[config.mk]
export PLATFORM = sky130hd
export DESIGN_NAME = mult_div_unit
export DESIGN_NICKNAME = d
export VERILOG_FILES = /design/src/rtl/mult_div_pkg.sv /design/src/rtl/mult_div_counter.sv /design/src/rtl/mult_div_unit.sv
export SDC_FILE = /design/constraint.sdc
export NUM_CORES = 1
export LEC_CHECK = 0
export ABC_AREA = 1
export BUFFER_PORTS_ARGS = -buffer_cell sky130_fd_sc_hd__clkbuf_2
export CORE_ASPECT_RATIO = 0.75
export CORE_MARGIN = 4
export CORE_UTILIZATION = 63
export CTS_CLUSTER_DIAMETER = 40
export DETAILED_ROUTE_END_ITERATION = 8
export PLACE_DENSITY = 0.88
export SYNTH_ARGS = -nofsm -noshare
export SYNTH_HDL_FRONTEND = slang
export SYNTH_HIERARCHICAL = 1
export SYNTH_SLANG_ARGS = --single-unit
[constraint.sdc]
create_clock -name clock -period 7 [get_ports clock]
set_input_delay 1.4 -clock clock [delete_from_list [all_inputs] [get_ports clock]]
set_output_delay 1.4 -clock clock [all_outputs]
set_load 0.02 [all_outputs]
[src/rtl/mult_div_pkg.sv]
// Shared definitions for the iterative multiply/divide unit: datapath width,
// iteration count, FSM encoding and a two's-complement magnitude helper.
package mult_div_pkg;

    localparam int unsigned WIDTH      = 32;
    localparam int unsigned ITERATIONS = 32;
    localparam int unsigned CNT_W      = 6;

    typedef enum logic [1:0] {
        IDLE = 2'd0,
        MULT = 2'd1,
        DIV  = 2'd2,
        DONE = 2'd3
    } state_t;

    function automatic logic [WIDTH-1:0] magnitude(input logic [WIDTH-1:0] v);
        return v[WIDTH-1] ? ((~v) + WIDTH'(1)) : v;
    endfunction

endpackage

[src/rtl/mult_div_counter.sv]
// Iteration counter for the multiply/divide sequencer; terminal flags the
// final iteration so the result can be committed on that same edge.
module mult_div_counter
    import mult_div_pkg::*;
(
    input  logic             clock,
    input  logic             reset,
    input  logic             clear,
    input  logic             enable,
    output logic [CNT_W-1:0] count,
    output logic             terminal
);

    localparam logic [CNT_W-1:0] LAST = CNT_W'(ITERATIONS - 1);

    always_ff @(posedge clock or posedge reset) begin
        if (reset) begin
            count <= '0;
        end else if (clear) begin
            count <= '0;
        end else if (enable) begin
            count <= count + CNT_W'(1);
        end
    end

    assign terminal = (count == LAST);

endmodule

[src/rtl/mult_div_unit.sv]
// 32-cycle signed multiply (shift-add) / divide (restoring) unit with busy
// stall output and a one-cycle result-ready pulse.
module mult_div_unit
    import mult_div_pkg::*;
(
    input  logic             clock,
    input  logic             reset,
    input  logic [WIDTH-1:0] data_operandA,
    input  logic [WIDTH-1:0] data_operandB,
    input  logic             ctrl_MULT,
    input  logic             ctrl_DIV,
    output logic [WIDTH-1:0] data_result,
    output logic             data_exception,
    output logic             data_resultRDY,
    output logic             busy
);

    state_t               state, state_next;
    logic                 start;
    logic                 terminal;
    logic [CNT_W-1:0]     count;
    logic [WIDTH-1:0]     mag_a, mag_b;
    logic                 negate, b_zero;
    logic [2*WIDTH-1:0]   work;

    logic [WIDTH:0]       mul_sum;
    logic [2*WIDTH-1:0]   mul_next, prod_s;
    logic [WIDTH:0]       rem_shift;
    logic [WIDTH+1:0]     div_diff;
    logic [2*WIDTH-1:0]   div_next;
    logic [WIDTH-1:0]     quo, quo_s;
    logic                 mul_exc;

    mult_div_counter u_counter (
        .clock    (clock),
        .reset    (reset),
        .clear    (start),
        .enable   ((state == MULT) || (state == DIV)),
        .count    (count),
        .terminal (terminal)
    );

    always_ff @(posedge clock or posedge reset) begin
        if (reset) state <= IDLE;
        else       state <= state_next;
    end

    always_comb begin
        state_next = state;
        start      = 1'b0;
        unique case (state)
            IDLE: begin
                start = ctrl_MULT | ctrl_DIV;
                if (ctrl_MULT)     state_next = MULT;
                else if (ctrl_DIV) state_next = DIV;
            end
            MULT, DIV: if (terminal) state_next = DONE;
            DONE:      state_next = IDLE;
            default:   state_next = IDLE;
        endcase
    end

    assign busy           = (state != IDLE);
    assign data_resultRDY = (state == DONE);

    // work holds {partial product, multiplier} for MULT and {remainder, dividend/quotient} for DIV
    always_comb begin
        mul_sum   = {1'b0, work[2*WIDTH-1:WIDTH]} + (work[0] ? {1'b0, mag_a} : '0);
        mul_next  = {mul_sum, work[WIDTH-1:1]};
        prod_s    = negate ? (-mul_next) : mul_next;
        mul_exc   = (prod_s[2*WIDTH-1:WIDTH-1] != '0) && (prod_s[2*WIDTH-1:WIDTH-1] != '1);

        rem_shift = {work[2*WIDTH-1:WIDTH], work[WIDTH-1]};
        div_diff  = {1'b0, rem_shift} - {2'b00, mag_b};
        div_next  = div_diff[WIDTH+1] ? {rem_shift[WIDTH-1:0], work[WIDTH-2:0], 1'b0}
                                      : {div_diff[WIDTH-1:0],  work[WIDTH-2:0], 1'b1};
        quo       = div_next[WIDTH-1:0];
        quo_s     = negate ? (-quo) : quo;
    end

    always_ff @(posedge clock or posedge reset) begin
        if (reset) begin
            mag_a          <= '0;
            mag_b          <= '0;
            negate         <= 1'b0;
            b_zero         <= 1'b0;
            work           <= '0;
            data_result    <= '0;
            data_exception <= 1'b0;
        end else if (start) begin
            mag_a  <= magnitude(data_operandA);
            mag_b  <= magnitude(data_operandB);
            negate <= data_operandA[WIDTH-1] ^ data_operandB[WIDTH-1];
            b_zero <= (data_operandB == '0);
            work   <= ctrl_MULT ? {{WIDTH{1'b0}}, magnitude(data_operandB)}
                                : {{WIDTH{1'b0}}, magnitude(data_operandA)};
        end else if (state == MULT) begin
            work <= mul_next;
            if (terminal) begin
                data_result    <= prod_s[WIDTH-1:0];
                data_exception <= mul_exc;
            end
        end else if (state == DIV) begin
            work <= div_next;
            if (terminal) begin
                // a positive quotient with bit 31 set only arises from 0x80000000 / -1
                data_result    <= b_zero ? '0 : quo_s;
                data_exception <= b_zero | (~negate & quo[WIDTH-1]);
            end
        end
    end

endmodule

## Word-level counts from Yosys, hierarchy flattened

Cells that the tools add are included.

| cells by class | value |
|---|---|
| add/sub/neg operators | 7 |
| $mul | 0 |
| div/mod/pow operators | 0 |
| order comparisons | 0 |
| equality and inequality tests | 9 |
| shift-type cells | 0 |
| mux-type cells | 26 |
| bitwise gates (word level) | 8 |
| reductions and logical operators | 12 |

Operators with widths:

| cell | count |
|---|---|
| 32-bit 2-to-1 mux | 10 |
| 64-bit 2-to-1 mux | 5 |
| 32-bit by 1-bit adder with 32-bit output (second input constant) | 2 |
| 64-bit negator | 1 |
| 32-bit NOT | 2 |
| 33-bit by 32-bit subtractor with 34-bit output | 1 |
| 32-bit by 32-bit adder with 33-bit output | 1 |
| 33-bit inequality test (second input constant) | 1 |
| 33-bit nonzero test | 1 |
| 32-bit logical NOT | 1 |
| 32-bit negator | 1 |
| 6-bit 2-to-1 mux | 2 |
| 6-bit by 1-bit adder with 6-bit output (second input constant) | 1 |
| 6-bit by 5-bit == test with 1-bit output (second input constant) | 1 |
| 2-bit 2-to-1 mux | 3 |
| 2-bit inequality test (second input constant) | 3 |
| 2-bit one-hot mux with 3 select lines | 1 |
| 2-bit nonzero test | 3 |
| 1-bit 2-to-1 mux | 5 |
| 2-bit == test (second input constant) | 2 |
| 4-bit AND reduction | 1 |
| 3-bit inequality test (second input constant) | 1 |
| 3-bit nonzero test | 1 |
| 2-bit by 1-bit == test with 1-bit output (second input constant) | 1 |
| 9 further kinds | 11 |

| storage, ports and cells | value |
|---|---|
| register bits after elaboration | 171 |
| bits in latches | 0 |
| memory bits (writable) | 0 |
| memory bits (read-only) | 0 |
| bits of input ports | 68 |
| output and inout port bits | 35 |
| word-level logic and storage cells | 71 |
| memories | 0 |

## Longest topological paths before layout

Gate-level depths: netlist of run 1.

| depth | value |
|---|---|
| depth after elaboration | 8 |
| gate-level depth with buffers | 30 |

## Hierarchy

The synthesis of run 1 kept the hierarchy.

Modules (own cells, without submodules):

| module | instances | cells an instance | area each (µm²) |
|---|---|---|---|
| mult_div_unit | 1 | 2867 | 17206.5 |
| mult_div_counter | 1 | 39 | 310.3 |

## Worst setup path after synthesis of run 1

OpenSTA, ideal clock, no wires.

| timing | value |
|---|---|
| path kind | input-to-reg |
| from | input data_operandA[1] |
| to | register work[22] |
| library setup time | 0.146 ns |
| arrival time | 3.260 ns |
| data required time | 6.854 ns |
| setup slack | 3.595 ns |
| cell stages on the path | 16 |
| path buffers | 0 |
| cell sequence | inv_1 ha_1 nand3_1 nor3_2 nand3_1 nor3_1 nand2_1 nor3_1 nand2_1 nor2_2 nand3b_1 nand2_1 xor2_1 nand2_1 o211ai_1 o221ai_1 |

| between the ends | value |
|---|---|
| word-level cells in the longest chain between the ends | 5 |

RTL lines:

| what | RTL line | text |
|---|---|---|
| from (decl) | mult_div_unit.sv:8 | `input logic [WIDTH-1:0] data_operandA,` |
| 32-bit NOT | mult_div_pkg.sv:17 | `return v[WIDTH-1] ? ((~v) + WIDTH'(1)) : v;` |
| 32-bit by 1-bit adder with 32-bit output | mult_div_pkg.sv:17 |  |
| 32-bit 2-to-1 mux | mult_div_pkg.sv:17 |  |
| 32-bit 2-to-1 mux | mult_div_unit.sv:95 | `work <= ctrl_MULT ? {{WIDTH{1'b0}}, magnitude(data_operandB)}` |
| 64-bit 2-to-1 mux | mult_div_unit.sv:90 | `end else if (start) begin` |
| to (signal assigned) | mult_div_unit.sv:95 |  |
| to (signal assigned) | mult_div_unit.sv:98 | `work <= mul_next;` |
| to (signal assigned) | mult_div_unit.sv:104 | `work <= div_next;` |
| to (decl) | mult_div_unit.sv:24 | `logic [2*WIDTH-1:0] work;` |

No other way between the ends.
A chain may end at the register's enable or synchronous reset.

## Worst setup path in the final report of run 1

| timing | value |
|---|---|
| from | input ctrl_MULT |
| to | register work[31] |

| between the ends | value |
|---|---|
| word-level cells in the longest chain between the ends | 3 |

RTL lines:

| what | RTL line | text |
|---|---|---|
| from (decl) | mult_div_unit.sv:10 | `input logic ctrl_MULT,` |
| 1-bit OR | mult_div_unit.sv:53 | `start = ctrl_MULT \| ctrl_DIV;` |
| 1-bit 2-to-1 mux | mult_div_unit.sv:51 | `unique case (state)` |
| 3-bit nonzero test (no source line) or 64-bit 2-to-1 mux (tied branches) | - |  |

Several ways; a longest one is shown, not always the timed one.

==> run_results.csv, run 1 <==
group,metric,value,unit
layout,final_util,0.692,
global_routing,grt_pass1_wl,102000,um
sta,setup_viol,0,
clock_network,cts.clk_slew.worst_paths,0.08,ns
die,die_h,152,um
clock_network,cts-root-buf,"clkbuf_16",
critical_path,critPathMaxStageDelay,0.81,ns
placed_design,routabilityCongestion,1.12,
layout,drive_gt1_frac,0.0964,
pwr,vdd_drop_max,297,uV
drt,wirelength,66400,um
logic_synthesis,syn_area_per_cell,6.03,um2
logic_synthesis,synth_seq_cells,171,
clock_network,cts_resized,0,
die,die_width,201,um
logic_synthesis,synth_area_leaders,"dfrtp_1 (24%), nand2_1 (18%), inv_1 (8.7%)",
global_routing,grt_max_degree,93,
clock_network,ctsLongestPathBuffers,2,
critical_path,crit_type,"in -> reg",
sta,hold_viol_final,0,
critical_path,cp_max_fo,63,
critical_path,crit_chain,"clkbuf_2 > or2_2 > nand2_2 > inv_2 > buf_4 > nor2_2 > buf_4 > inv_1 > o22ai_1 > or3_1",
sta,worstMarginPinSlew,1.16,ns
logic_synthesis,syn_nets,3049,
logic_synthesis,synth_ff_type,"dfrtp_1",
drt,drt_iter0_drc,3037,
critical_path,startpoint_type,"primary input",
drt,firstDrtPassIters,6,
logic_synthesis,synth-edff-count,0,
clock_network,cts_tree,"yes",
placed_design,port-buffer-count,102,
placed_design,hpwlAfterDp,52900,um
logic_synthesis,yosysWarnings,6,
clock_network,numCtsBuffers,17,
critical_path,cp_slowest_cell,"inv_1",
critical_path,crit_top_cell,"buf_4",
critical_path,critPathArrivalTime,5.08,ns
die,pin_count,103,
sta,rsz0062_at_grt,"false",
clock_network,cts_setup_buffers,0,
drt,num_vias,20400,
layout,area_delta_synth_final,7.41,%
die,coreArea,27200,um2
flow_run,drv_cap,0,
sta,relSlewSlack,0.228,
hold_path,hp-class,"reg -> reg",
logic_synthesis,synth_top_cell_area_share,0.244,
die,fp-row-count,52,
global_routing,grt_pass1_vias,18600,
logic_synthesis,async_flop_share,1.00,
logic_synthesis,synth-seq-area-share,0.244,
layout,insertedDiodeCount,0,
clock_network,clkSinkCount,171,
sta,fmax,210,MHz
drt,drt-vias-per-instance,6.18,
logic_synthesis,synth.largest_area_cell,"dfrtp_1",
clock_network,cts_max_level,4,
sta,period_share,0.679,
sta,setup-tns-final,0,ns
global_routing,antenna_found_initial,0,
drt,drcViolationCount,0,
die,start_util,0.644,
pwr,p_leak,9.95,nW
die,dieArea,30600,um2
clock_network,hold_buffers,0,
logic_synthesis,ys_types,56,
status,status,"completed",
drt,detail_route.wl_per_cell,20.1,um
global_routing,overflow,0,
critical_path,end_kind,"flip-flop",
pwr,power.density,543,nW/um2
logic_synthesis,netlist_area,17500,um2
logic_synthesis,synthCells,2906,
sta,finClkSkew,0.0120,ns
drt,ant_nets,0,
sta,layout_min_cycle_time,4.75,ns
global_routing,grt_util_all_layers,0.421,
sta,slew_viol_final,0,
critical_path,worstPathRequired,7.33,ns
layout,final_nets,3087,
clock_network,clk_latency,0.45,ns
[where the power goes]
group          total, mW  leakage, nW  internal (mW)  switching, mW
Clock               1.01        0.296          0.543          0.465
Sequential          1.95         2.10           1.44          0.504
Combinational       7.27         7.55           2.13           5.13
Total               10.2         9.95           4.12           6.10
[cells in the mapped netlist, types with 8 or more instances]
| cell type | instances |
|---|---|
| clkbuf_1 | 77 |
| ha_1 | 73 |
| nand2_1 | 863 |
| dfrtp_1 | 171 |
| nand3b_1 | 10 |
| inv_2 | 18 |
| nand4_1 | 34 |
| o221ai_1 | 30 |
| o21ai_0 | 205 |
| nor3_1 | 18 |
| clkinv_1 | 8 |
| a21oi_1 | 132 |
| nor3_2 | 11 |
| nor4_1 | 9 |
| or2_2 | 17 |
| o211ai_1 | 36 |
| o22ai_1 | 21 |
| xnor2_1 | 13 |
| buf_1 | 12 |
| nand3_2 | 13 |
| a31oi_1 | 31 |
| inv_1 | 407 |
| nand2_2 | 29 |
| xor2_1 | 69 |
| nor2_1 | 298 |
| nor2_2 | 34 |
| nand3_1 | 196 |
[area by class of cell]
type	count	area (um2)
clock buffer	18	429
clock inverter	14	178
fill	2451	8380
inverter	433	1630
multi-input combinational	2206	11300
sequential	171	4280
tap	351	439
timing repair buffer	115	608
[per-layer routing]
metal  wire [um]  vias to the layer above  track usage  part of all wire
met3       11700                      154        0.179              0.18
met2       25900                     1457        0.586              0.39
met4        2220                        0        0.133             0.033
met5           0                        -            0                 0
li1            -                     9486            -                 -
met1       26700                     9332        0.591              0.40
[critical path: cells and delay by family]
family | cells | cell delay [ns]
buffers and inverters | 5 | 2.11
and+or+nand+nor | 4 | 1.29
AOI/OAI and AO/OA | 1 | 0.23
[worst paths after layout]
check	start	end	slack, ns	depth (start not counted)
max	ctrl_MULT	work[31]$_DFFE_PP0P_	2.25	10
max reg2reg	work[0]$_DFFE_PP0P_	data_exception$_DFFE_PP0P_	2.26	24
min in group asynchronous	reset	u_counter/count[2]$_DFFE_PP0P_	0.91	2
min reg2reg	mag_a[29]$_DFFE_PP0P_	mag_a[29]$_DFFE_PP0P_	0.49	2
max in group asynchronous	reset	negate$_DFFE_PP0P_	4.28	3
min	mag_a[29]$_DFFE_PP0P_	mag_a[29]$_DFFE_PP0P_	0.49	2
[state kept, by name, summed over array words and instances, names as in the netlist]
name	count
mag_a	32
data_exception	1
mag_b	32
work	64
b_zero	1
negate	1
data_result	32
u_counter/count	6
state	2
[cell families after synthesis]
family / after synthesis / synth area share
adders and majority gates: 75 / 0.0544
AOI/OAI and AO/OA: 505 / 0.168
buffers and inverters: 529 / 0.115
and+or+nand+nor: 1544 / 0.378
DFF: 171 / 0.244
xor gates and xnor gates: 82 / 0.0410
[stage by stage]
stage               total power, mW  area [um2]  cells  worst slack, ns  hold WS (ns)
floorplan                      6.71       17500   2906             1.14         0.449
global placement               8.57       18200   3276             2.10         0.469
detailed placement             8.77       18200   3276             1.96         0.469
CTS                            9.80       18800   3308             2.40         0.489
global route                   10.9       18800   3308             2.02         0.515
finish                         10.2       18800   3308             2.25         0.490
[placed cells by master, fill, tap and decap left out, types with 34 or more instances in the layout]
master	synthesis	routed
nand2_1	863	862
inv_1	407	406
nor2_1	298	297
o21ai_0	205	205
nand3_1	196	196
dfrtp_1	171	170
a21oi_1	132	132
clkbuf_2	0	102
ha_1	73	72
xor2_1	69	69
o211ai_1	36	36
nor2_2	34	35
nand4_1	34	34
No activity file was read; power rests on OpenSTA's default activity.
==> run 2: changes to the inputs <==
- ABC_AREA: 1 -> 0
- clock period: 7 -> 4.94 ns (I/O delays scaled with it)
==> run 2 against run 1 <==
  * First-iteration DRC count shrank 27%
  * Cell area grew 0.33%
  * Synthesized area decreased by 4.2%
  * Synthesized cell count fell by 25%
  * Critical endpoint is now data_exception$_DFFE_PP0P_
  * Largest cell class unchanged
==> run_results.csv, run 2 <==
group,metric,value,unit
logic_synthesis,synth.largest_area_cell,"dfrtp_1",
drt,ant_nets,0,
critical_path,reg2reg_to,"data_exception$_DFFE_PP0P_",
layout,final_util,0.723,
die,pin_count,103,
logic_synthesis,synth-seq-area-share,0.255,
clock_network,numCtsBuffers,17,
drt,drt-vias-per-instance,6.81,
sta,setup-tns-final,0,ns
logic_synthesis,yosys-top-cells-count,"nand2_1 (291), nor2_1 (188), o21ai_0 (181)",
logic_synthesis,synth_area_leaders,"dfrtp_1 (26%), nand2_1 (6.5%), xnor2_1 (6.1%)",
logic_synthesis,yosysWarnings,6,
clock_network,clk_latency,0.45,ns
logic_synthesis,synth_top_cell_area_share,0.255,
die,die_width,196,um
critical_path,cp_slowest_cell,"fa_2",
global_routing,grt_pass1_wl,87300,um
critical_path,worstPathRequired,5.25,ns
die,start_util,0.643,
die,dieArea,29300,um2
sta,setup_viol,0,
sta,fmax,207,MHz
die,die_h,149,um
pwr,vdd_drop_max,447,uV
placed_design,placed_cells,2555,
critical_path,ff2ff_setup_slack,0.10,ns
critical_path,critPathMaxStageDelay,0.47,ns
logic_synthesis,synth-edff-count,0,
logic_synthesis,synth.most_common_cell,"nand2_1",
critical_path,crit_type,"reg -> reg",
layout,insertedDiodeCount,0,
logic_synthesis,async_flop_share,1.00,
sta,slew_viol_final,0,
layout,area_delta_synth_final,12.5,%
critical_path,cp_num_buf_inv,1,
layout,mostFrequentLayoutCells,"nand2_1 (290), nor2_1 (187), o21ai_0 (177), dfrtp_1 (170), xnor2_1 (116)",
critical_path,crit_chain,"and2_1 > ha_2 > fa_2 > a21o_1 > a2111oi_4 > a31oi_2 > a2111o_1 > buf_4 > a2111oi_4 > o2111ai_2 > a2111oi_4 > o2111ai_1 > nor4bb_2 > or4b_1 > o311ai_1 > a31oi_1",
layout,fin_area,18900,um2
layout,final_nets,2385,
layout,largest_reg_flops,64,
critical_path,crit_end,"data_exception$_DFFE_PP0P_",
sta,period_share,0.979,
flow_run,drv_cap,0,
logic_synthesis,netlist_area,16800,um2
logic_synthesis,synthCells,2169,
sta,worstMarginPinSlew,0.971,ns
critical_path,end_kind,"flip-flop",
sta,relSlewSlack,0.352,
clock_network,cts_max_level,4,
sta,holdWs,0.478,ns
sta,finalWorstSetupSlack,0.105,ns
critical_path,critPathArrivalTime,5.14,ns
logic_synthesis,synth_seq_cells,171,
logic_synthesis,syn_area_per_cell,7.73,um2
drt,drt_iter0_drc,2215,
global_routing,antenna_found_initial,1,
critical_path,crit_top_cell,"a2111oi_4",
sta,finClkSkew,0.0132,ns
sta,layout_min_cycle_time,4.84,ns
pwr,p_total,15.6,mW
logic_synthesis,ys_types,99,
layout,stdcell_count,2599,
layout,max_flop_register,"work",
clock_network,cts-root-buf,"clkbuf_16",
placed_design,place_ws,-0.0555,ns
placed_design,routabilityCongestion,1.05,
critical_path,cp_max_fo,10,
clock_network,clkSinkCount,171,
critical_path,startpoint,"work[0]$_DFFE_PP0P_",
sta,hold_viol_final,0,
clock_network,hold_buffers,0,
clock_network,ctsLongestPathBuffers,2,
drt,wirelength,55900,um
critical_path,cp.depth,16,
critical_path,rr_startpoint,"work[0]$_DFFE_PP0P_",
layout,drive_gt1_frac,0.161,
critical_path,startpoint_type,"flip-flop",
drt,num_vias,17700,
global_routing,grt_max_degree,121,
layout,fillerInstances,2017,
clock_network,cts_tree,"yes",
clock_network,cts.clk_slew.worst_paths,0.07,ns
hold_path,hp-class,"in -> async",
drt,firstDrtPassIters,8,
pwr,power.density,828,nW/um2
status,status,"completed",
placed_design,port-buffer-count,102,
logic_synthesis,synth_ff_type,"dfrtp_1",
critical_path,ff2ff_path_depth,16,
global_routing,overflow,0,
drt,detail_route.wl_per_cell,21.5,um
logic_synthesis,syn_nets,2312,
global_routing,grt_util_all_layers,0.368,
pwr,p_leak,7.88,nW
placed_design,hpwlAfterDp,41300,um
critical_path,crit_family,"compound AO/OA/AOI/OAI gates",
drt,drcViolationCount,0,
layout,final_common_cell,"nand2_1",
global_routing,grt_pass1_vias,16300,
die,coreArea,26100,um2
die,fp-row-count,51,
placed_design,post_dp_cell_area,17900,um2
## run 2: cell types whose count changed after synthesis, sizes merged, moves of 44 or more
cell    before  now
nand2      893  291
inv        425   66
nand3      209   42
nor2       336  188
xnor2       13  118
and2         5   50
mux2i        0   45
clkbuf      77  121
## run 2: layout make-up
cell class / count / area (um2) / share of cell area
flip-flops and latches: 171 / 4280 / 0.227
clock buffers: 19 / 443 / 0.0235
well taps: 344 / 430 / 0.0228
repair buffers: 218 / 1410 / 0.0744
multi-input cells: 1765 / 11900 / 0.629
inverters: 69 / 263 / 0.0139
clock inverters: 13 / 190 / 0.0101
## run 2: cells by family after synthesis
group,synth area share
flip-flops,0.255
multiplexers,0.0282
adder cells (fa/ha/maj),0.0568
XOR/XNOR,0.0949
AND/OR/NAND/NOR,0.238
AO/OA/AOI/OAI,0.271
buffers and inverters,0.0564
## run 2: where the power goes
| group | internal (mW) | switching [mW] | leakage [nW] |
|---|---|---|---|
| registers | 2.06 | 0.686 | 2.11 |
| clock network | 0.866 | 0.622 | 0.302 |
| logic | 4.40 | 7.00 | 5.47 |
| total | 7.33 | 8.31 | 7.88 |
## run 2: how the worst min path moves through the flow
stage	end	slack [ns]	cells past startpoint
floorplan	mag_a[10]$_DFFE_PP0P_	0.44	2
global placement	mag_a[27]$_DFFE_PP0P_	0.45	2
detailed placement	mag_a[30]$_DFFE_PP0P_	0.46	2
CTS	u_counter/count[2]$_DFFE_PP0P_	0.48	2
global route	u_counter/count[2]$_DFFE_PP0P_	0.49	2
finish	u_counter/count[3]$_DFFE_PP0P_	0.48	2
## run 2: per-layer routing
layer	up-vias	track usage	routed length, um
li1	8022	-	-
met1	8495	0.523	23300
met2	1048	0.555	24300
met3	144	0.0743	6070
met4	2	0.139	2220
met5	-	0	7
## run 2: worst reg2reg max path, stage by stage, from the launching register on
cell       delay [ns]
dfrtp_1          0.41
and2_1           0.17
ha_2             0.20
fa_2             0.47
a21o_1           0.24
a2111oi_4        0.38
a31oi_2          0.12
a2111o_1         0.44
buf_4            0.20
a2111oi_4        0.20
o2111ai_2        0.19
a2111oi_4        0.42
o2111ai_1        0.21
nor4bb_2         0.36
or4b_1           0.47
o311ai_1         0.11
a31oi_1          0.11
## run 2: what timing repair did
action	in CTS	in global routing
gates resized for setup	1	61
buffers inserted	0	12
endpoints found under the setup margin	1	4
pin swaps	0	20
